==> src/rtl/regfile_sb_if.sv <==
// Register-file bus: read ports, writeback, reservation and flush signals.
// master drives requests (issue/writeback side); slave is the register file.
interface regfile_sb_if #(
   parameter int XLEN = 32,
   parameter int NREG = 32,
   parameter int NRD  = 2
);
   localparam int AW = $clog2(NREG);

   logic [NRD-1:0]      rd_en;
   logic [NRD*AW-1:0]   rd_addr;
   logic [NRD*XLEN-1:0] rd_data;
   logic [NRD-1:0]      rd_busy;
   logic                wr_en;
   logic [AW-1:0]       wr_addr;
   logic [XLEN-1:0]     wr_data;
   logic                rsv_en;
   logic [AW-1:0]       rsv_addr;
   logic                rsv_ok;
   logic                flush;
   logic [AW:0]         busy_cnt;

   modport master (
      output rd_en, rd_addr, wr_en, wr_addr, wr_data, rsv_en, rsv_addr, flush,
      input  rd_data, rd_busy, rsv_ok, busy_cnt
   );

   modport slave (
      input  rd_en, rd_addr, wr_en, wr_addr, wr_data, rsv_en, rsv_addr, flush,
      output rd_data, rd_busy, rsv_ok, busy_cnt
   );
endinterface

==> src/rtl/regfile_sb.sv <==
// Register file with busy-bit scoreboard: 0-cycle reads (optional write bypass), 1-cycle write/reserve.
// No stall of its own: a rejected reservation (rsv_ok=0) must be retried by the requester.
module regfile_sb #(
   parameter int XLEN     = 32,
   parameter int NREG     = 32,
   parameter int NRD      = 2,
   parameter int BYPASS   = 1,
   parameter int ZERO_REG = 1
) (
   input  logic        clk,
   input  logic        rst_n,
   regfile_sb_if.slave bus
);
   localparam int AW = $clog2(NREG);

   logic [XLEN-1:0] rf [NREG];
   logic [NREG-1:0] busy;
   logic [AW:0]     busy_cnt_q;

   logic wr_eff;
   logic rsv_zero;
   logic rsv_ok;
   logic rsv_set;
   logic wr_clr;

   assign wr_eff   = bus.wr_en && !((ZERO_REG != 0) && (bus.wr_addr == '0));
   assign rsv_zero = (ZERO_REG != 0) && (bus.rsv_addr == '0);
   assign rsv_ok   = !busy[bus.rsv_addr] || rsv_zero;
   // Flush discards a concurrent reservation; zero-reg reservations are accepted but tracked nowhere.
   assign rsv_set  = bus.rsv_en && rsv_ok && !rsv_zero && !bus.flush;
   assign wr_clr   = wr_eff && busy[bus.wr_addr];

   assign bus.rsv_ok   = rsv_ok;
   assign bus.busy_cnt = busy_cnt_q;

   always_ff @(posedge clk) begin
      if (!rst_n) begin
         for (int k = 0; k < NREG; k++) rf[k] <= '0;
      end else if (wr_eff) begin
         rf[bus.wr_addr] <= bus.wr_data;
      end
   end

   // rsv_set implies the target was idle, so it never collides with wr_clr on the same bit.
   always_ff @(posedge clk) begin
      if (!rst_n) begin
         busy       <= '0;
         busy_cnt_q <= '0;
      end else if (bus.flush) begin
         busy       <= '0;
         busy_cnt_q <= '0;
      end else begin
         if (wr_clr)  busy[bus.wr_addr]  <= 1'b0;
         if (rsv_set) busy[bus.rsv_addr] <= 1'b1;
         case ({rsv_set, wr_clr})
            2'b10:   busy_cnt_q <= busy_cnt_q + (AW+1)'(1);
            2'b01:   busy_cnt_q <= busy_cnt_q - (AW+1)'(1);
            default: busy_cnt_q <= busy_cnt_q;
         endcase
      end
   end

   for (genvar i = 0; i < NRD; i++) begin : g_rd
      logic [AW-1:0]   addr;
      logic [XLEN-1:0] data;
      logic            bsy;

      assign addr = bus.rd_addr[i*AW +: AW];

      always_comb begin
         data = '0;
         bsy  = 1'b0;
         if (bus.rd_en[i]) begin
            if ((ZERO_REG != 0) && (addr == '0)) begin
               data = '0;
            end else if ((BYPASS != 0) && wr_eff && (bus.wr_addr == addr)) begin
               data = bus.wr_data;
            end else begin
               data = rf[addr];
               bsy  = busy[addr];
            end
         end
      end

      assign bus.rd_data[i*XLEN +: XLEN] = data;
      assign bus.rd_busy[i]              = bsy;
   end
endmodule
==> src/flat_wrapper.sv <==
// flat-port wrapper written by rule: the top's interface ports become plain ports
module regfile_sb_flat 
#(
   parameter int XLEN     = 32,
   parameter int NREG     = 32,
   parameter int NRD      = 2,
   parameter int BYPASS   = 1,
   parameter int ZERO_REG = 1
)
  (clk, rst_n, bus_rd_en, bus_rd_addr, bus_wr_en, bus_wr_addr, bus_wr_data, bus_rsv_en, bus_rsv_addr, bus_flush, bus_rd_data, bus_rd_busy, bus_rsv_ok, bus_busy_cnt);
  regfile_sb_if #(.XLEN(XLEN), .NREG(NREG), .NRD(NRD)) bus_i ();
  input  logic clk;
  input  logic rst_n;
  input wire logic [$bits(bus_i.rd_en)-1:0] bus_rd_en;
  input wire logic [$bits(bus_i.rd_addr)-1:0] bus_rd_addr;
  input wire logic [$bits(bus_i.wr_en)-1:0] bus_wr_en;
  input wire logic [$bits(bus_i.wr_addr)-1:0] bus_wr_addr;
  input wire logic [$bits(bus_i.wr_data)-1:0] bus_wr_data;
  input wire logic [$bits(bus_i.rsv_en)-1:0] bus_rsv_en;
  input wire logic [$bits(bus_i.rsv_addr)-1:0] bus_rsv_addr;
  input wire logic [$bits(bus_i.flush)-1:0] bus_flush;
  output wire logic [$bits(bus_i.rd_data)-1:0] bus_rd_data;
  output wire logic [$bits(bus_i.rd_busy)-1:0] bus_rd_busy;
  output wire logic [$bits(bus_i.rsv_ok)-1:0] bus_rsv_ok;
  output wire logic [$bits(bus_i.busy_cnt)-1:0] bus_busy_cnt;
  assign bus_i.rd_en = bus_rd_en;
  assign bus_i.rd_addr = bus_rd_addr;
  assign bus_i.wr_en = bus_wr_en;
  assign bus_i.wr_addr = bus_wr_addr;
  assign bus_i.wr_data = bus_wr_data;
  assign bus_i.rsv_en = bus_rsv_en;
  assign bus_i.rsv_addr = bus_rsv_addr;
  assign bus_i.flush = bus_flush;
  assign bus_rd_data = bus_i.rd_data;
  assign bus_rd_busy = bus_i.rd_busy;
  assign bus_rsv_ok = bus_i.rsv_ok;
  assign bus_busy_cnt = bus_i.busy_cnt;
  regfile_sb #(.XLEN(XLEN), .NREG(NREG), .NRD(NRD), .BYPASS(BYPASS), .ZERO_REG(ZERO_REG)) u_core (.clk(clk), .rst_n(rst_n), .bus(bus_i));
endmodule
==> config.mk <==
export PLATFORM = sky130hd
export DESIGN_NAME = regfile_sb_flat
export DESIGN_NICKNAME = d
export VERILOG_FILES = /design/src/rtl/regfile_sb_if.sv /design/src/rtl/regfile_sb.sv /design/src/flat_wrapper.sv
export SDC_FILE = /design/constraint.sdc
export NUM_CORES = 2
export LEC_CHECK = 0
export CAP_MARGIN = 10
export CORE_ASPECT_RATIO = 0.8
export CORE_MARGIN = 1
export CORE_UTILIZATION = 55
export CTS_CLUSTER_DIAMETER = 120
export DETAILED_ROUTE_END_ITERATION = 7
export HOLD_SLACK_MARGIN = 0.03
export PLACE_DENSITY = 0.76
export SLEW_MARGIN = 0
export SYNTH_ARGS = -nofsm -noshare
export SYNTH_HDL_FRONTEND = slang
export SYNTH_SLANG_ARGS = --single-unit
==> constraint.sdc <==
create_clock -name clk -period 5.7 [get_ports clk]
set_clock_uncertainty 0.2 [all_clocks]
set_input_delay 1.14 -clock clk [delete_from_list [all_inputs] [get_ports clk]]
set_output_delay 1.14 -clock clk [all_outputs]
set_load 0.02 [all_outputs]
==> results.sh <==
export IMPL_cts_resized_gates=0
export IMPL_clock_latency_ns=0.74
export IMPL_synth_area_um2=57900
export IMPL_ir_drop_mv=0.258
export IMPL_regArea_um2=31500
export IMPL_start_util=0.554
export IMPL_dpl_hpwl_um=114000
export IMPL_antenna_found_initial=12
export IMPL_rsz0062_at_grt="false"
export IMPL_final_cell_mix="edfxtp_1, and2_1, mux4_2"
export IMPL_vias=37800
export IMPL_grt_util_all_layers=0.363
export IMPL_fin_crit_sh=0.989
export IMPL_syn_avg_cell_area_um2=15.7
export IMPL_post_dp_cell_area_um2=62900
export IMPL_drv_cap=0
export IMPL_drv_slew=0
export IMPL_grt_first_pass_wirelength_um=270000
export IMPL_die_y_um=292
export IMPL_dr_pass1_iters=6
export IMPL_min_path_type="flop to flop"
export IMPL_root_buffer="clkbuf_16"
export IMPL_yosys_most_used_dff="edfxtp_1"
export IMPL_cts_setup_buffers=0
export IMPL_drt_iter0_drc=6612
export IMPL_period_minus_slack_ns=5.64
export IMPL_routabilityCongestion=0.972
export IMPL_postSynthCellCount=3691
export IMPL_setup_tns_ns=0
export IMPL_io_buffer_count=131
export IMPL_leakagePower_uw=0.0227
export IMPL_routed_via_density=7.10
export IMPL_ioPinCount=132
export IMPL_cts_buffers=107
export IMPL_synth_cell_types=57
export IMPL_drc_errors=0
export IMPL_cts_clk_slew_worst_paths_ns=0.07
export IMPL_synthArstFlopShare=0
export IMPL_grt_max_degree=66
export IMPL_clk_path_buf_depth=3
export IMPL_synthSimpleGateAreaFrac=0.127
export IMPL_synthAdderAreaFrac=0.000648
export IMPL_die_w_um=365
export IMPL_synth_area_mux_share=0.275
export IMPL_fin_nets=3881
export IMPL_final_fill_count=7301
export IMPL_gr_total_overflow=0
export IMPL_grt_pass1_vias=36900
export IMPL_synth_warning_count=0
export IMPL_startpoint_type="input port"
export IMPL_worstPathRequired_ns=4.36
export IMPL_cts_tree="yes"
export IMPL_drive_gt1_frac=0.307
export IMPL_worst_ep_arrival_time_ns=4.30
export IMPL_slew_headroom=0.304
export IMPL_area_growth_pct=15.1
export IMPL_stdcell_area_um2=66700
export IMPL_clock_sinks=1062
export IMPL_postRouteAntennaNets=0
export IMPL_hold_violations=0
export IMPL_crit_fanout=23
export IMPL_multi_input_area_um2=25400
export IMPL_wl_um=191000
export IMPL_synth_top_family_by_area="multiplexers"
export IMPL_dieArea_um2=107000
export IMPL_setup_viol=0
export IMPL_synth_compound_area_frac=0.0216
export IMPL_htree_levels=3
export IMPL_hold_buffers=0
export IMPL_synth_edff_count=1024
export IMPL_status="complete, no violations"
export IMPL_seq_area_frac_synth=0.544
export IMPL_yosys_register_bits=1062
export IMPL_worst_slew_pin_slew_ns=1.04
export IMPL_fmax_mhz=177
export IMPL_p_per_area_nw_per_um2=291
export IMPL_core_area_um2=105000
export IMPL_critPathKind="input port to output pin"
export IMPL_synth_xor_area_share=0.00242
export IMPL_num_rows=106
export IMPL_cp_end_kind="output pin"
export IMPL_post_drt_wl_per_cell_um=35.9
export IMPL_layout_commonest_cell="edfxtp_1"
state kept, by name (all words and copies together), names as in the netlist:
| signal | flops |
|---|---|
| u_core.bus.busy_cnt | 6 |
| u_core.busy | 32 |
| u_core.rf | 1024 |
where the power goes:
part	internal [µW]	switching, µW	total, µW
sequential	8970	217	9180
clock	4450	3160	7610
combinational	1230	1400	2630
total	14600	4780	19400
through the flow:
step,util,hold WS (ns),setup slack (ns),std cells,power [µW]
global route,0.638,0.328,0.0581,5313,19800
global placement,0.602,0.292,0.165,5114,11800
CTS,0.638,0.309,0.186,5311,19400
finish,0.638,0.316,0.0605,5323,19400
floorplan,-,0.260,0.539,3722,10800
detailed placement,0.602,0.299,0.160,5114,11900
final cells by class:
type                       count  area share
multi-input combinational   2239       0.381
clock inverter                78      0.0146
sequential                  1062       0.472
inverter                       7    0.000394
antenna                       12    0.000450
tap                         1404      0.0263
clock buffer                 119      0.0415
timing repair buffer         402      0.0630
worst paths after layout:
check	from	to	slack (ns)	cells after the start
max	bus_rd_addr[0]	bus_rd_data[28]	0.06	9
max reg2reg	u_core.busy[30]	u_core.bus.busy_cnt[4]	1.80	13
min	u_core.busy[4]	u_core.busy[4]	0.32	2
min reg2reg	u_core.busy[4]	u_core.busy[4]	0.32	2
routing by layer:
metal | wire, µm | vias up | global-route usage
met3 | 29900 | 622 | 0.121
li1 | - | 14600 | -
met5 | 26 | - | 0
met1 | 66600 | 19100 | 0.500
met2 | 83900 | 3407 | 0.527
met4 | 10400 | 4 | 0.167
synth_stat cells (2+ instances only):
cell,n,area [µm²]
nand3_1,21,105
mux4_2,663,14900
o32ai_1,2,17.5
nand2_1,58,218
o21ai_1,2,10.0
nor3_1,5,25.0
xor2_1,9,78.8
mux2_2,9,101
ha_1,3,37.5
nand2b_1,9,56.3
nor3b_1,3,22.5
dfxtp_1,38,761
mux4_1,4,105
inv_1,7,26.3
and3_1,5,31.3
a211oi_1,64,480
o22ai_1,32,200
o21ai_0,34,170
buf_2,85,425
and2b_1,2,15.0
nor2b_1,3,18.8
a211o_1,2,17.5
nand3_2,2,20.0
and3b_1,4,35.0
edfxtp_1,1024,30700
a31oi_1,5,31.3
and2_1,996,6230
buf_6,2,22.5
or4_1,2,15.0
buf_1,13,48.8
xnor2_1,7,61.3
clkbuf_1,308,1160
buf_4,6,45.0
or2_2,3,18.8
nand4_2,3,37.5
or3_1,4,25.0
nand4_1,4,25.0
a32oi_1,2,17.5
a22oi_1,2,15.0
mux2i_1,77,771
nand3b_1,5,37.5
nor2_1,112,420
a21oi_1,36,180
critical path, cell delays in order:
cell and delay (ns):
buf_8 0.28, buf_12 0.28, buf_4 0.21, mux4_2 0.52, mux4_2 0.49, mux2i_1 0.45
a211oi_1 0.16, buf_4 0.17, clkdlybuf4s50_1 0.53
cell families after synthesis:
family / after synthesis
other: 1
and+or+nand+nor: 1243
buffers and inverters: 421
AOI/OAI and AO/OA: 192
muxes: 753
adders and majority gates: 3
xor gates and xnor gates: 16
DFF: 1062
Power figures use the tool's default switching activity.
